## config.mk

```make
export PLATFORM = sky130hd
export DESIGN_NAME = rsp_seq_flat
export DESIGN_NICKNAME = d
export VERILOG_FILES = /design/src/rtl/rsp_seq_if.sv /design/src/rtl/rsp_seq.sv /design/src/flat_wrapper.sv
export SDC_FILE = /design/constraint.sdc
export NUM_CORES = 1
export LEC_CHECK = 0
export ABC_AREA = 1
export BUFFER_PORTS_ARGS = -buffer_cell sky130_fd_sc_hd__buf_4
export CAP_MARGIN = 10
export CORE_ASPECT_RATIO = 1.25
export CORE_UTILIZATION = 51
export DETAILED_ROUTE_END_ITERATION = 12
export GPL_ROUTABILITY_DRIVEN = 0
export PLACE_DENSITY = 0.87
export SYNTH_ARGS = -nofsm -noshare
export SYNTH_HDL_FRONTEND = slang
export SYNTH_SLANG_ARGS = --single-unit
```

## constraint.sdc

```tcl
create_clock -name clk_i -period 8.2 [get_ports clk_i]
set_input_delay 0.82 -clock clk_i [delete_from_list [all_inputs] [get_ports clk_i]]
set_output_delay 0.82 -clock clk_i [all_outputs]
set_load 0.01 [all_outputs]
```

## src/rtl/rsp_seq_if.sv

```systemverilog
// Link between the response sequencer and the CMD-line response receiver.
// The sequencer arms the receiver, tells it the expected length and forces
// it inactive on timeout/abort. The receiver reports the start bit, the
// finished response and its status.
interface rsp_seq_if #(
    parameter int RspWidth = 120
);
    logic                receiving_i;
    logic                rsp_valid_i;
    logic                rsp_end_bit_err_i;
    logic                rsp_crc_corr_i;
    logic [RspWidth-1:0] rsp_i;
    logic                start_listening_o;
    logic                long_rsp_o;
    logic                timeout_o;

    // Sequencer side
    modport master (
        input  receiving_i,
        input  rsp_valid_i,
        input  rsp_end_bit_err_i,
        input  rsp_crc_corr_i,
        input  rsp_i,
        output start_listening_o,
        output long_rsp_o,
        output timeout_o
    );

    // Receiver side
    modport slave (
        output receiving_i,
        output rsp_valid_i,
        output rsp_end_bit_err_i,
        output rsp_crc_corr_i,
        output rsp_i,
        input  start_listening_o,
        input  long_rsp_o,
        input  timeout_o
    );
endinterface

```

## src/rtl/rsp_seq.sv

```systemverilog
// Response sequencer for the CMD line. Per issued command it decides whether
// a response is expected and how long it is, arms the receiver two clk_i
// cycles after the command end bit, enforces the Ncr timeout, latches the
// payload and turns the receiver status into one-cycle completion/error
// pulses for the interrupt status logic.
module rsp_seq #(
    parameter int TimeoutTicks = 64,
    parameter int RspWidth     = 120
) (
    input  logic                clk_i,
    input  logic                rst_i,
    input  logic                clk_en_i,
    input  logic                cmd_issue_i,
    input  logic [1:0]          rsp_type_i,
    input  logic [5:0]          cmd_index_i,
    input  logic                crc_check_en_i,
    input  logic                index_check_en_i,
    input  logic                cmd_end_i,
    input  logic                abort_i,
    rsp_seq_if.master           rx,
    output logic                cmd_inhibit_o,
    output logic [RspWidth-1:0] rsp_o,
    output logic                rsp_wr_o,
    output logic                cmd_complete_o,
    output logic                crc_err_o,
    output logic                end_bit_err_o,
    output logic                index_err_o
);

    typedef enum logic [2:0] {
        S_IDLE,
        S_WAIT_END,
        S_GAP,
        S_LISTEN,
        S_RECEIVE,
        S_REPORT
    } state_t;

    localparam logic [1:0] TYPE_NONE = 2'b00;
    localparam logic [1:0] TYPE_R2   = 2'b01;
    // Tick that brings the counter up to TimeoutTicks
    localparam logic [7:0] TO_LAST   = 8'(TimeoutTicks - 1);

    state_t              state_q, state_d;
    logic [1:0]          type_q, type_d;
    logic [5:0]          idx_q, idx_d;
    logic                crc_en_q, crc_en_d;
    logic                idx_en_q, idx_en_d;
    logic [7:0]          cnt_q, cnt_d;
    logic                to_q, to_d;
    logic                crc_bad_q, crc_bad_d;
    logic                ebe_q, ebe_d;
    logic                idx_bad_q, idx_bad_d;
    logic [RspWidth-1:0] rsp_q, rsp_d;
    logic                rsp_wr_q, rsp_wr_d;
    logic                sl_q, sl_d;
    logic                to_pulse;
    logic                report_ok;

    // State and captured-field registers
    always_ff @(posedge clk_i or posedge rst_i) begin
        if (rst_i) begin
            state_q   <= S_IDLE;
            type_q    <= '0;
            idx_q     <= '0;
            crc_en_q  <= 1'b0;
            idx_en_q  <= 1'b0;
            cnt_q     <= '0;
            to_q      <= 1'b0;
            crc_bad_q <= 1'b0;
            ebe_q     <= 1'b0;
            idx_bad_q <= 1'b0;
            rsp_q     <= '0;
            rsp_wr_q  <= 1'b0;
            sl_q      <= 1'b0;
        end else begin
            state_q   <= state_d;
            type_q    <= type_d;
            idx_q     <= idx_d;
            crc_en_q  <= crc_en_d;
            idx_en_q  <= idx_en_d;
            cnt_q     <= cnt_d;
            to_q      <= to_d;
            crc_bad_q <= crc_bad_d;
            ebe_q     <= ebe_d;
            idx_bad_q <= idx_bad_d;
            rsp_q     <= rsp_d;
            rsp_wr_q  <= rsp_wr_d;
            sl_q      <= sl_d;
        end
    end

    // Next-state logic, field capture, tick counting and timeout detection
    always_comb begin
        state_d   = state_q;
        type_d    = type_q;
        idx_d     = idx_q;
        crc_en_d  = crc_en_q;
        idx_en_d  = idx_en_q;
        cnt_d     = cnt_q;
        to_d      = to_q;
        crc_bad_d = crc_bad_q;
        ebe_d     = ebe_q;
        idx_bad_d = idx_bad_q;
        rsp_d     = rsp_q;
        rsp_wr_d  = 1'b0;
        sl_d      = 1'b0;
        to_pulse  = 1'b0;

        case (state_q)
            S_IDLE: begin
                if (cmd_issue_i) begin
                    type_d    = rsp_type_i;
                    idx_d     = cmd_index_i;
                    crc_en_d  = crc_check_en_i;
                    idx_en_d  = index_check_en_i;
                    // Stale flags must not leak into a no-response REPORT
                    to_d      = 1'b0;
                    crc_bad_d = 1'b0;
                    ebe_d     = 1'b0;
                    idx_bad_d = 1'b0;
                    state_d   = S_WAIT_END;
                end
            end
            S_WAIT_END: begin
                if (cmd_end_i) begin
                    state_d = (type_q == TYPE_NONE) ? S_REPORT : S_GAP;
                end
            end
            S_GAP: begin
                // Registered so the arm pulse lands on the first LISTEN cycle,
                // the 2nd clk_i cycle after the end bit
                sl_d    = 1'b1;
                cnt_d   = '0;
                state_d = S_LISTEN;
            end
            S_LISTEN: begin
                // A start bit in the same cycle as the final tick wins
                if (rx.receiving_i) begin
                    state_d = S_RECEIVE;
                end else if (clk_en_i) begin
                    cnt_d = cnt_q + 8'd1;
                    if (cnt_q == TO_LAST) begin
                        to_pulse = 1'b1;
                        to_d     = 1'b1;
                        state_d  = S_REPORT;
                    end
                end
            end
            S_RECEIVE: begin
                if (rx.rsp_valid_i) begin
                    rsp_d     = rx.rsp_i;
                    rsp_wr_d  = 1'b1;
                    crc_bad_d = crc_en_q & ~rx.rsp_crc_corr_i;
                    ebe_d     = rx.rsp_end_bit_err_i;
                    // R2 carries no command index field
                    idx_bad_d = idx_en_q & (type_q != TYPE_R2) &
                                (rx.rsp_i[37:32] != idx_q);
                    state_d   = S_REPORT;
                end
            end
            S_REPORT: begin
                state_d = S_IDLE;
            end
            default: begin
                state_d = S_IDLE;
            end
        endcase

        // Abort overrides everything: back to IDLE, payload untouched, and a
        // timeout pulse if the receiver might be active
        if (abort_i) begin
            state_d  = S_IDLE;
            rsp_d    = rsp_q;
            rsp_wr_d = 1'b0;
            sl_d     = 1'b0;
            to_pulse = (state_q == S_LISTEN) || (state_q == S_RECEIVE);
        end
    end

    assign report_ok = (state_q == S_REPORT) && !to_q && !abort_i;

    assign rx.start_listening_o = sl_q;
    assign rx.long_rsp_o        = (state_q != S_IDLE) && (type_q == TYPE_R2);
    assign rx.timeout_o         = to_pulse;
    assign cmd_inhibit_o        = (state_q != S_IDLE);
    assign rsp_o                = rsp_q;
    assign rsp_wr_o             = rsp_wr_q;
    assign cmd_complete_o       = report_ok;
    assign crc_err_o            = report_ok & crc_bad_q;
    assign end_bit_err_o        = report_ok & ebe_q;
    assign index_err_o          = report_ok & idx_bad_q;

endmodule

```

## src/flat_wrapper.sv

```systemverilog
// flat-port wrapper written by rule: the top's interface ports become plain ports
module rsp_seq_flat 
#(
    parameter int TimeoutTicks = 64,
    parameter int RspWidth     = 120
)
  (clk_i, rst_i, clk_en_i, cmd_issue_i, rsp_type_i, cmd_index_i, crc_check_en_i, index_check_en_i, cmd_end_i, abort_i, cmd_inhibit_o, rsp_o, rsp_wr_o, cmd_complete_o, crc_err_o, end_bit_err_o, index_err_o, rx_receiving_i, rx_rsp_valid_i, rx_rsp_end_bit_err_i, rx_rsp_crc_corr_i, rx_rsp_i, rx_start_listening_o, rx_long_rsp_o, rx_timeout_o);
  rsp_seq_if #(.RspWidth(RspWidth)) rx_i ();
  input  logic clk_i;
  input  logic rst_i;
  input  logic clk_en_i;
  input  logic cmd_issue_i;
  input  logic [1:0] rsp_type_i;
  input  logic [5:0] cmd_index_i;
  input  logic crc_check_en_i;
  input  logic index_check_en_i;
  input  logic cmd_end_i;
  input  logic abort_i;
  output logic cmd_inhibit_o;
  output logic [RspWidth-1:0] rsp_o;
  output logic rsp_wr_o;
  output logic cmd_complete_o;
  output logic crc_err_o;
  output logic end_bit_err_o;
  output logic index_err_o;
  input wire logic [$bits(rx_i.receiving_i)-1:0] rx_receiving_i;
  input wire logic [$bits(rx_i.rsp_valid_i)-1:0] rx_rsp_valid_i;
  input wire logic [$bits(rx_i.rsp_end_bit_err_i)-1:0] rx_rsp_end_bit_err_i;
  input wire logic [$bits(rx_i.rsp_crc_corr_i)-1:0] rx_rsp_crc_corr_i;
  input wire logic [$bits(rx_i.rsp_i)-1:0] rx_rsp_i;
  output wire logic [$bits(rx_i.start_listening_o)-1:0] rx_start_listening_o;
  output wire logic [$bits(rx_i.long_rsp_o)-1:0] rx_long_rsp_o;
  output wire logic [$bits(rx_i.timeout_o)-1:0] rx_timeout_o;
  assign rx_i.receiving_i = rx_receiving_i;
  assign rx_i.rsp_valid_i = rx_rsp_valid_i;
  assign rx_i.rsp_end_bit_err_i = rx_rsp_end_bit_err_i;
  assign rx_i.rsp_crc_corr_i = rx_rsp_crc_corr_i;
  assign rx_i.rsp_i = rx_rsp_i;
  assign rx_start_listening_o = rx_i.start_listening_o;
  assign rx_long_rsp_o = rx_i.long_rsp_o;
  assign rx_timeout_o = rx_i.timeout_o;
  rsp_seq #(.TimeoutTicks(TimeoutTicks), .RspWidth(RspWidth)) u_core (.clk_i(clk_i), .rst_i(rst_i), .clk_en_i(clk_en_i), .cmd_issue_i(cmd_issue_i), .rsp_type_i(rsp_type_i), .cmd_index_i(cmd_index_i), .crc_check_en_i(crc_check_en_i), .index_check_en_i(index_check_en_i), .cmd_end_i(cmd_end_i), .abort_i(abort_i), .rx(rx_i), .cmd_inhibit_o(cmd_inhibit_o), .rsp_o(rsp_o), .rsp_wr_o(rsp_wr_o), .cmd_complete_o(cmd_complete_o), .crc_err_o(crc_err_o), .end_bit_err_o(end_bit_err_o), .index_err_o(index_err_o));
endmodule
```

==> flow_summary_export.csv <==
group,metric,value,unit
cts,clkSlewWorstSetupHoldPaths,0.06,ns
grt,first_global_vias,5331,
logic_synthesis,synth.cell_area,6000,µm²
timing,clock_skew,0.00933,ns
final_layout,drive_gt1_share,31.5,%
logic_synthesis,synth_nets,855,
die,fp.dieH,123,µm
timing,fin_crit_sh,36.9,%
final_layout,final_nets,1119,
die,initial_core_util,53.1,%
die,core,11300,µm²
worst_setup_path,reg2reg_depth,8,
route,via_per_inst,4.95,
worst_hold_path,whs_path_depth,2,
die,ios,269,
timing,worst_slew_pin_slew,0.918,ns
route,ant_nets,0,
placed_design,portBuffers,268,
logic_synthesis,yosys_warnings,0,
route,firstDrtPassIters,5,
timing,setup_viol,0,
worst_hold_path,hp-class,"reg -> reg",
timing,whs,0.479,ns
worst_setup_path,critical_path_class,"reg -> reg",
status,status,"completed",
run,cap_violations,0,
route,avgRoutedWirePerCell,14.8,µm
placed_design,hpwlAfterDp,11600,µm
cts,cts_resized,0,
pwr,ir_drop,0.232,mV
worst_setup_path,startpoint_type,"flop",
grt,grt_pass1_wl,25500,µm
timing,tns,0,ns
worst_setup_path,critPathCaptureType,"flop",
logic_synthesis,netlist_instances,714,
timing,period_needed,3.03,ns
grt,grt_max_degree,76,
route,routed_wl,16600,µm
route,vias,5574,
cts,clkSinkCount,147,
worst_setup_path,required,8.54,ns
die,die_x,99.0,µm
timing,fmax,330,MHz
route,dr.first_iter.drc_count,269,
cts,clkLatencyLatePin,0.41,ns
logic_synthesis,synthDistinctLibCells,26,
pwr,power.density,374,nW/µm²
worst_setup_path,worstPathMaxFanout,71,
cts,postCtsHoldBufs,0,
final_layout,area_growth,44.4,%
grt,grt_use_total,27.5,%
cts,root_buffer,"clkbuf_16",
cts,cts_htree_levels,4,
die,rows,43,
pwr,power_leakage,5.05,nW
timing,slew_headroom,38.8,%
final_layout,diodes,0,
route,route.detailed.drc,0,
cts,postCtsSetupRepairBufs,0,
logic_synthesis,synth-seq-cells,147,
timing,maxSlewViolCount,0,
worst_setup_path,worstPathArrival,3.37,ns
worst_setup_path,rrSetupSlack,5.17,ns
grt,antenna_found_initial,0,
logic_synthesis,yosysSeqAreaShare,61.3,%
die,die-area,12200,µm²
grt,grt_overflow_total,0,
timing,hold_viol_final,0,
timing,rsz0062_at_grt,"false",
logic_synthesis,syn_area_per_cell,8.41,µm²
cts,clock_path_buffers,2,
cts,cts_tree,"built",
cts,numCtsBuffers,17,
-- sequential cells by signal, indices dropped and copies added, names as in the netlist --
signal / flops
u_core.rsp_o: 120
u_core.cnt_q: 8
u_core.idx_q: 6
u_core.state_q: 3
u_core.type_q: 2
u_core.crc_bad_q: 1
u_core.crc_en_q: 1
u_core.ebe_q: 1
u_core.idx_bad_q: 1
u_core.idx_en_q: 1
u_core.rsp_wr_o: 1
u_core.rx.start_listening_o: 1
u_core.to_q: 1
-- Yosys cell counts --
library cell,count,area (µm²)
inv_1,35,131
clkbuf_1,4,15.0
nand4_1,12,75.1
nand2_2,1,6.26
nand3_1,15,75.1
a21oi_1,2,10.0
nor2_1,21,78.8
nor3_1,1,5.00
nand2_1,413,1550
o22ai_1,2,12.5
buf_1,2,7.51
o21bai_1,2,15.0
a22o_1,1,8.76
nor2_2,2,12.5
buf_6,4,45.0
o21ai_0,19,95.1
xor2_1,2,17.5
dfrtp_1,147,3680
nand3_4,1,17.5
inv_2,4,15.0
o31ai_1,1,7.51
o21ai_1,4,20.0
clkinv_2,1,5.00
ha_1,1,12.5
buf_2,16,80.1
and3_1,1,6.26
-- layout make-up --
class,count,area [µm²]
flip-flops and latches,147,3680
fillers,822,2630
repair buffers,271,2030
multi-input cells,501,2030
clock buffers,19,443
well taps,135,169
clock inverters,13,159
inverters,40,156
-- path summary, 6_finish.rpt --
kind | from | to
worst max register to register | u_core.state_q[0] | u_core.rsp_o[12]
max in group asynchronous | rst_i | u_core.rsp_o[112]
worst min register to register | u_core.rsp_o[112] | u_core.rsp_o[112]
min in group asynchronous | rst_i | u_core.state_q[1]
worst min-delay path | u_core.rsp_o[112] | u_core.rsp_o[112]
worst max-delay path | u_core.state_q[0] | u_core.rsp_o[12]
-- kinds of logic after synthesis --
group / after synthesis / synth area share, %
simple gates: 467 / 30.4
flops: 147 / 61.3
compound gates: 31 / 2.81
buf+inv: 66 / 4.98
fa+ha+maj: 1 / 0.208
xor+xnor: 2 / 0.292
-- critical path: stages (launching register included) --
cell and delay [ns]:
dfrtp_1 0.44, nor2_2 0.14, nand2_1 0.11, inv_2 0.15, nand3_4 0.46, clkinv_2 0.68
buf_4 0.69, nand2_1 0.14, nand2_1 0.10
-- through the flow --
| step | utilization [%] | setup WS (ns) | std cells | instance area [µm²] | power [mW] |
|---|---|---|---|---|---|
| floorplan | - | 3.43 | 714 | 6000 | 1.79 |
| global placement | 71.4 | 5.00 | 1094 | 8060 | 2.42 |
| detailed placement | 71.4 | 4.92 | 1094 | 8060 | 2.47 |
| CTS | 76.7 | 5.17 | 1126 | 8670 | 3.26 |
| global route | 76.7 | 4.89 | 1126 | 8670 | 3.44 |
| finish | 76.7 | 5.17 | 1126 | 8670 | 3.24 |
-- power by group --
| group | total [mW] | internal [mW] | leakage, nW | switching [mW] |
|---|---|---|---|---|
| Sequential | 1.27 | 1.06 | 1.96 | 0.202 |
| Clock | 0.780 | 0.485 | 0.277 | 0.295 |
| Combinational | 1.19 | 0.585 | 2.81 | 0.608 |
-- placed cells by master (no fill, tap or decap), types with 3 or more instances in the layout --
cell / Yosys / layout
o21ai_0: 19 / 19
nor2_1: 21 / 21
dfrtp_1: 147 / 147
inv_1: 35 / 34
inv_2: 4 / 4
nand2_1: 413 / 413
clkinvlp_4: 0 / 6
o21ai_1: 4 / 4
nand3_1: 15 / 15
clkbuf_16: 0 / 17
bufinv_16: 0 / 3
buf_4: 0 / 271
clkinv_2: 1 / 4
nand4_1: 12 / 12
-- metal layers --
metal	vias up	GRT usage (%)	part of all wire (%)
met4	0	10.3	2.3
li1	2718	-	-
met2	257	47.9	52
met5	-	0	0
met1	2572	31.9	37
met3	27	8.71	8.3
(Power assumes the default switching activity.)
